--- src/rtl/pipe_pkg.sv ---
// Shared types and default widths for the handshaked pipeline-stage register.
// Optional feature macro: PIPE_PERF_EN (performance counters in pipe_stage_reg).
package pipe_pkg;

  typedef enum logic [1:0] {
    EMPTY = 2'd0,
    HALF  = 2'd1,
    FULL  = 2'd2
  } pipe_state_t;

  localparam int PIPE_DATA_W = 122;
  localparam int PIPE_CTRL_W = 17;
  localparam int PIPE_CNT_W  = 32;

  // All-zero control decodes downstream as a NOP: no regwrite, no memory op.
  localparam logic [PIPE_CTRL_W-1:0] BUBBLE_CTRL = '0;

  function automatic logic state_has_main(input pipe_state_t st);
    return (st == HALF) || (st == FULL);
  endfunction

  function automatic logic state_has_skid(input pipe_state_t st);
    return (st == FULL);
  endfunction

endpackage

--- src/rtl/pipe_perf_cnt.sv ---
// Saturating event counter with enable; present only when PIPE_PERF_EN is defined.
`ifdef PIPE_PERF_EN
module pipe_perf_cnt #(
  parameter int CNT_W = 32
) (
  input  logic             clk,
  input  logic             rst_n,
  input  logic             en,
  output logic [CNT_W-1:0] cnt
);

  logic [CNT_W-1:0] cnt_reg;

  always_ff @(posedge clk or negedge rst_n) begin
    if (!rst_n) begin
      cnt_reg <= '0;
    end else if (en && !(&cnt_reg)) begin
      cnt_reg <= cnt_reg + CNT_W'(1);
    end
  end

  assign cnt = cnt_reg;

endmodule
`endif

--- src/rtl/pipe_stage_reg.sv ---
// Handshaked pipeline-stage register with one-entry skid buffer, flush and bubble control.
// Optional feature macro: PIPE_PERF_EN adds saturating stall/bubble counters.
module pipe_stage_reg
  import pipe_pkg::*;
#(
  parameter int DATA_W = PIPE_DATA_W,
  parameter int CTRL_W = PIPE_CTRL_W
`ifdef PIPE_PERF_EN
  ,
  parameter int CNT_W  = PIPE_CNT_W
`endif
) (
  input  logic              CLK,
  input  logic              nRST,
  input  logic              in_valid,
  output logic              in_ready,
  input  logic [DATA_W-1:0] in_data,
  input  logic [CTRL_W-1:0] in_ctrl,
  input  logic              flush,
  output logic              out_valid,
  input  logic              out_ready,
  output logic [DATA_W-1:0] out_data,
  output logic [CTRL_W-1:0] out_ctrl
`ifdef PIPE_PERF_EN
  ,
  output logic [CNT_W-1:0]  stall_cnt,
  output logic [CNT_W-1:0]  bubble_cnt
`endif
);

  pipe_state_t state_reg, state_next;

  logic              m_valid, s_valid;
  logic              accept, consume;
  logic              load_main_in, load_main_skid, load_skid_in;
  logic [DATA_W-1:0] m_data_reg, s_data_reg;
  logic [CTRL_W-1:0] m_ctrl_reg, s_ctrl_reg;

  // State register
  always_ff @(posedge CLK or negedge nRST) begin
    if (!nRST) begin
      state_reg <= EMPTY;
    end else begin
      state_reg <= state_next;
    end
  end

  // Next-state logic; flush overrides everything, a same-cycle consume still completes.
  always_comb begin
    state_next = state_reg;
    if (flush) begin
      state_next = EMPTY;
    end else begin
      case (state_reg)
        EMPTY: if (accept) state_next = HALF;
        HALF: begin
          if (accept && !consume)      state_next = FULL;
          else if (!accept && consume) state_next = EMPTY;
        end
        FULL:  if (consume) state_next = HALF;
        default: state_next = EMPTY;
      endcase
    end
  end

  // Output / load-select logic, all derived from registered state (no out_ready -> in_ready path).
  always_comb begin
    m_valid        = state_has_main(state_reg);
    s_valid        = state_has_skid(state_reg);
    accept         = in_valid && !s_valid;
    consume        = m_valid && out_ready;
    load_main_in   = 1'b0;
    load_main_skid = 1'b0;
    load_skid_in   = 1'b0;
    if (!flush) begin
      case (state_reg)
        EMPTY:   load_main_in = accept;
        HALF: begin
          load_main_in = accept && consume;
          load_skid_in = accept && !consume;
        end
        FULL:    load_main_skid = consume;
        default: ;
      endcase
    end
  end

  always_ff @(posedge CLK or negedge nRST) begin
    if (!nRST) begin
      m_data_reg <= '0;
      m_ctrl_reg <= '0;
      s_data_reg <= '0;
      s_ctrl_reg <= '0;
    end else begin
      if (load_main_in) begin
        m_data_reg <= in_data;
        m_ctrl_reg <= in_ctrl;
      end else if (load_main_skid) begin
        m_data_reg <= s_data_reg;
        m_ctrl_reg <= s_ctrl_reg;
      end
      if (load_skid_in) begin
        s_data_reg <= in_data;
        s_ctrl_reg <= in_ctrl;
      end
    end
  end

  assign in_ready  = !s_valid;
  assign out_valid = m_valid;
  assign out_data  = m_data_reg;
  // Stale control must never leak out while the head is empty.
  assign out_ctrl  = m_valid ? m_ctrl_reg : CTRL_W'(BUBBLE_CTRL);

`ifdef PIPE_PERF_EN
  logic [1:0]       perf_en;
  logic [CNT_W-1:0] perf_cnt [2];

  assign perf_en[0] = m_valid && !out_ready;
  assign perf_en[1] = !m_valid;

  genvar gi;
  generate
    for (gi = 0; gi < 2; gi++) begin : g_perf
      pipe_perf_cnt #(
        .CNT_W (CNT_W)
      ) u_cnt (
        .clk   (CLK),
        .rst_n (nRST),
        .en    (perf_en[gi]),
        .cnt   (perf_cnt[gi])
      );
    end
  endgenerate

  assign stall_cnt  = perf_cnt[0];
  assign bubble_cnt = perf_cnt[1];
`endif

endmodule

--- config.mk ---
export PLATFORM = sky130hd
export DESIGN_NAME = pipe_stage_reg
export DESIGN_NICKNAME = d
export VERILOG_FILES = /design/src/rtl/pipe_pkg.sv /design/src/rtl/pipe_perf_cnt.sv /design/src/rtl/pipe_stage_reg.sv
export SDC_FILE = /design/constraint.sdc
export NUM_CORES = 1
export LEC_CHECK = 0
export CAP_MARGIN = 5
export CELL_PAD_IN_SITES_DETAIL_PLACEMENT = 0
export CELL_PAD_IN_SITES_GLOBAL_PLACEMENT = 1
export CORE_ASPECT_RATIO = 0.5
export CORE_MARGIN = 4
export CORE_UTILIZATION = 30
export DETAILED_ROUTE_END_ITERATION = 8
export PLACE_DENSITY = 0.65
export SYNTH_ARGS = -nofsm -noshare
export SYNTH_HDL_FRONTEND = slang
export SYNTH_HIERARCHICAL = 1
export SYNTH_SLANG_ARGS = --single-unit
--- constraint.sdc ---
create_clock -name CLK -period 2.4 [get_ports CLK]
set_clock_uncertainty 0.2 [all_clocks]
set_input_delay 0.24 -clock CLK [delete_from_list [all_inputs] [get_ports CLK]]
set_output_delay 0.24 -clock CLK [all_outputs]
set_load 0.03 [all_outputs]
-- Yosys cells after proc, flatten, opt, wreduce, memory -nomap -nowiden
Cells that the tools add are included.
- eq/ne operators: 5
- multiplexer cells: 17
- reductions and logical operators: 12
- operators with widths (cell ; count):
    2-to-1 mux 122 bit ; 2
    2-to-1 mux 17 bit ; 3
    2-to-1 mux 2 bit ; 5
    one-hot mux 2 bit (3 select lines) ; 1
    logical AND 1 bit ; 5
    2-to-1 mux 1 bit ; 5
    inequality test 4 x 3 -> 1 bit, second input constant ; 1
    logical NOT 1 bit ; 3
    inequality test 3 x 2 -> 1 bit, second input constant ; 1
    inequality test 3 bit, second input constant ; 1
    AND reduction 3 bit ; 1
    == test 2 x 1 -> 1 bit, second input constant ; 1
    == test 2 bit, second input constant ; 1
    logical NOT 2 bit ; 1
    one-hot mux 1 bit (2 select lines) ; 1
    nonzero test 2 bit ; 1
    logical OR 1 bit ; 1
- bits in registers: 280
- bits of input ports: 144
- output and inout bits: 141
- word-level logic and storage cells: 39

-- Depth between registers and ports, before layout
- word-level depth: 9
- depth in mapped cells: 8
- gate-level depth less buffers: 6

-- Worst setup path after synthesis
Ideal clock, no wire load.
- path kind: flip-flop to flip-flop
- from: register state_reg[0]
- to: register s_data_reg[100]
- library setup time: 125 ps
- arrival: 2046 ps
- required time: 2075 ps
- setup slack: 29 ps
- stages on the path, launching flop included: 8
- buffers on the path: 2
- period minus slack after synthesis: 2371 ps
- cells stage by stage: dfrtp_1 > inv_1 > ha_1 > nand2_1 > nand3_1 > buf_2 > buf_4 > mux2_2
- word-level cells in the longest chain between the ends: 7
- elaborated cells on any way between the ends: 10
- those cells by class: 2 x eq/ne; 2 x mux; 6 x reduce/logical
- ends and longest elaborated chain (element ; RTL line ; source):
    start, declared ; pipe_stage_reg.sv:31 ; pipe_state_t state_reg, state_next;
    start signal, assigned ; pipe_stage_reg.sv:44 ; state_reg <= state_next;
    == test 2 x 1 -> 1 bit / == test 2 bit (equally long branches) ; pipe_pkg.sv:19 ; return (st == HALF) || (st == FULL);
    logical OR 1 bit * ; pipe_pkg.sv:19 ;
    via out_valid ; pipe_stage_reg.sv:20 ; output logic out_valid,
    logical AND 1 bit * ; pipe_stage_reg.sv:71 ; consume = m_valid && out_ready;
    logical NOT 1 bit * ; pipe_stage_reg.sv:80 ; load_skid_in = accept && !consume;
    logical AND 1 bit * ; pipe_stage_reg.sv:80 ;
    2-to-1 mux 1 bit * ; pipe_stage_reg.sv:76 ; case (state_reg)
    2-to-1 mux 1 bit * ; pipe_stage_reg.sv:75 ; if (!flush) begin
    end signal, assigned ; pipe_stage_reg.sv:103 ; s_data_reg <= in_data;
    end, declared ; pipe_stage_reg.sv:36 ; logic [DATA_W-1:0] m_data_reg, s_data_reg;
The timed path passes the listed nets; every way through them passes the cells marked *.
A chain may end at the register's enable or synchronous reset.

-- Worst setup path in the final report
- from: register state_reg[0]
- to: output out_ctrl[9]
- word-level cells in the longest chain between the ends: 3
- elaborated cells on any way between the ends: 4
- those cells by class: 2 x eq/ne; 1 x mux; 1 x reduce/logical
- ends and longest elaborated chain (element ; RTL line ; source):
    == test 2 x 1 -> 1 bit / == test 2 bit (equally long branches) ; pipe_pkg.sv:19 ;
    logical OR 1 bit * ; pipe_pkg.sv:19 ;
    2-to-1 mux 17 bit * ; pipe_stage_reg.sv:113 ; assign out_ctrl = m_valid ? m_ctrl_reg : CTRL_W'(BUBBLE_CTRL);
    end, declared ; pipe_stage_reg.sv:23 ; output logic [CTRL_W-1:0] out_ctrl
Every way passes the cells marked *; elsewhere a longest branch is shown, timed or not.

==> impl_metrics.tcl <==
set metrics [dict create \
    pwr-share-seq_pct 38.5 \
    tritoncts "built" \
    synth-edff-count 0 \
    finalMaxSlewViolations 0 \
    cp_num_buf_inv 4 \
    yosys_most_used_dff "dfrtp_1" \
    synth_xor_area_share_pct 0 \
    slowest_delay_ns 0.40 \
    max_clock_freq_mhz 434 \
    fp.dieH_um 146 \
    cts_max_path_buffers 3 \
    dp_hpwl_um 22500 \
    cts_made_buffers 27 \
    crit_type "register to output pin" \
    cts.sinks 280 \
    routedWlPerCell_um 20.3 \
    syn_avg_cell_area_sq_um 14.3 \
    syn_area_sq_um 11400 \
    synth_compound_area_share_pct 20.1 \
    io_pins 285 \
    switchingPower_mw 7.60 \
    synthSimpleGateAreaFrac_pct 1.37 \
    fin_crit_ns 2.31 \
    ir_worst_vdd_mv 0.485 \
    first_pass_iters 4 \
    first_global_vias 8515 \
    ant_nets 0 \
    synth_top_cell_by_area "dfrtp_1" \
    synth_fp_nets 946 \
    clock_power_share_pct 19.9 \
    cp_slowest_cell "dfrtp_1" \
    cp.required_ns 1.96 \
    num_rows 50 \
    final_util_pct 43.3 \
    layout-drive-gt1-share_pct 23.7 \
    route.detailed.drc 0 \
    fin_hold_ws_ns 0.103 \
    yosysWarnings 6 \
    r2r_start "state_reg[0]$_DFFE_PN0P_" \
    nets 1252 \
    start_util_pct 30.5 \
    antenna_found_initial 6 \
    cts_max_level 1 \
    pwr-share-comb_pct 41.6 \
    portBuffers 284 \
    powerDensity_nw_per_um2 1320 \
    synth.most_common_cell "dfrtp_1" \
    cts.reportedPaths.clkPinSlew_ns 0.07 \
    vias 7887 \
    syn_to_final_growth_pct 42.0 \
    switching_share_pct 35.6 \
    status "finished clean" \
    crit_start "state_reg[0]$_DFFE_PN0P_" \
    arrival_ns 1.87 \
    placedCellCount 1554 \
    synthCells 798 \
    cp-start-kind "register" \
    synthAdderAreaFrac_pct 0.438 \
    grt-ovfl-total 0 \
    core_region_area_sq_um 37500 \
    p_int_mw 13.8 \
    gp_congestion 0.759 \
    hold_viol 0 \
    p_leak_nw 7.77 \
    met1_usage_pct 17.9 \
    grt_usage_pct 15.4 \
    hold_class "primary input to async pin" \
    grt_most_used_layer "met2" \
    die_area_sq_um 41500 \
    worstMarginPinSlew_ns 0.435 \
    post-route-period-util_pct 96.1 \
    viasPerCell 4.86 \
    max_cap_violations 0 \
    cts_root_buf "clkbuf_16" \
    post-synth-top-area-fraction_pct 61.3 \
    setup_viol 0 \
    synth.area.top_cells "dfrtp_1, mux2_2, a22o_1" \
    fillers 3392 \
    gr-usage-met3_pct 2.18 \
    endpoint_kind "output pin" \
    crit_family "buffers and inverters" \
    synth_top_family_by_area "compound AO/OA/AOI/OAI gates" \
    grt_pass1_wl_um 51000 \
    cp_cell_sequence "inv_2 > ha_4 > buf_6 > buf_4 > and2_1 > clkbuf_4" \
    muxShareOfSynthArea_pct 13.9 \
    wl_um 33000 \
    final_cells 1624 \
    cp_max_fo 7 \
    grt_max_degree 80 \
    ys_ff_latch 280 \
    die_x_um 284 \
    drt_first_iter_violations 334 \
    ys_types 20 \
    slew_headroom_pct 71.0 \
    gr-usage-met2_pct 28.9 \
    clk_latency_ns 0.55 \
    yosys-top-cells-count "dfrtp_1, mux2_2, a21o_1, a22o_1, buf_2" \
    yosysSeqAreaShare_pct 61.3 \
    async_flop_share_pct 100 \
]
metrics by stage:
stage                     setup TNS, ns  total power [mW]  instance area, sq um  worst slack [ns]
final                                 0              21.4                 16200            0.0942
after global routing          -0.000880              22.5                 16200         -0.000880
after CTS                        -0.546              21.6                 16200           -0.0900
after detailed placement         -33.85              17.2                 15200            -0.223
after global placement           -24.49              16.9                 15200            -0.184
after floorplan                       0              13.3                 11400            0.0291
path summary, 6_finish.rpt:
| path | end | slack (ns) | depth (start not counted) |
|---|---|---|---|
| min in group CLK | s_data_reg[91]$_DFFE_PN0P_ | 0.14 | 2 |
| max reg2reg | state_reg[0]$_DFFE_PN0P_ | 0.11 | 8 |
| max | out_ctrl[9] | 0.09 | 6 |
| min reg2reg | m_ctrl_reg[11]$_DFFE_PN0P_ | 0.27 | 1 |
| min | out_data[29]$_DFFE_PN0P_ | 0.10 | 3 |
| max in group asynchronous | out_data[3]$_DFFE_PN0P_ | 1.49 | 3 |
power groups by stage:
stage          Sequential [mW]  Combinational [mW]  Clock, mW
2_1_floorplan             9.98                3.27          0
3_3_place_gp              8.19                8.74          0
3_5_place_dp              8.28                8.89          0
4_1_cts                   8.21                8.98       4.43
5_1_grt                   8.48                9.37       4.64
6_report                  8.21                8.88       4.26
timing repair:
action / CTS / global route
pin swaps: 3 / 2
setup buffers: 10 / 1
endpoints found under the hold margin: 280 / 0
hold buffers: 2 / 0
gates cloned: 0 / 2
setup endpoints to repair: 292 / 260
resized for setup: 74 / 19
cell type report:
class                   count  area (sq um)  area share (%)
diodes                      6          15.0          0.0925
clock buffers              41           828            5.10
clock inverters             8          53.8           0.332
inverters                   4          15.0          0.0925
multi-input cells         453          4140            25.5
flip-flops and latches    280          7010            43.2
well taps                 494           618            3.81
repair buffers            338          3550            21.9
layout by cell type, fill, tap and decap left out, types with 2 or more instances in the layout:
master,n
nor3_4,2
inv_1,2
a22o_1,139
ha_1,3
buf_4,29
clkbuf_4,2
clkdlybuf4s15_2,3
diode_2,6
clkbuf_16,29
dfrtp_1,280
clkdlybuf4s50_1,264
a21o_1,139
inv_2,2
clkinv_2,4
nor2_1,2
buf_2,9
and2_1,17
inv_6,2
clkbuf_8,10
clkbuf_1,4
mux2_2,140
buf_12,25
worst reg2reg max path, cell delays in order, from the launching register on:
cell	delay [ns]
dfrtp_1	0.40
inv_2	0.11
ha_4	0.21
buf_6	0.12
buf_4	0.16
nand2_4	0.11
mux2i_1	0.10
a221oi_1	0.39
mux2_2	0.39
logic make-up after synthesis:
logic type,after synthesis
AO/OA/AOI/OAI,282
multiplexers,141
adder cells (fa/ha/maj),4
flip-flops,280
buffers and inverters,65
AND/OR/NAND/NOR,26
metal layers:
layer  vias up  wire length, um  share of wire (%)
li1       3580                -                  -
met1      4146            13200                 40
met2       111            18100                 55
met3        50              756                2.3
met4         0             1040                3.2
met5         -                0                  0
No activity file was read; power rests on OpenSTA's default activity.
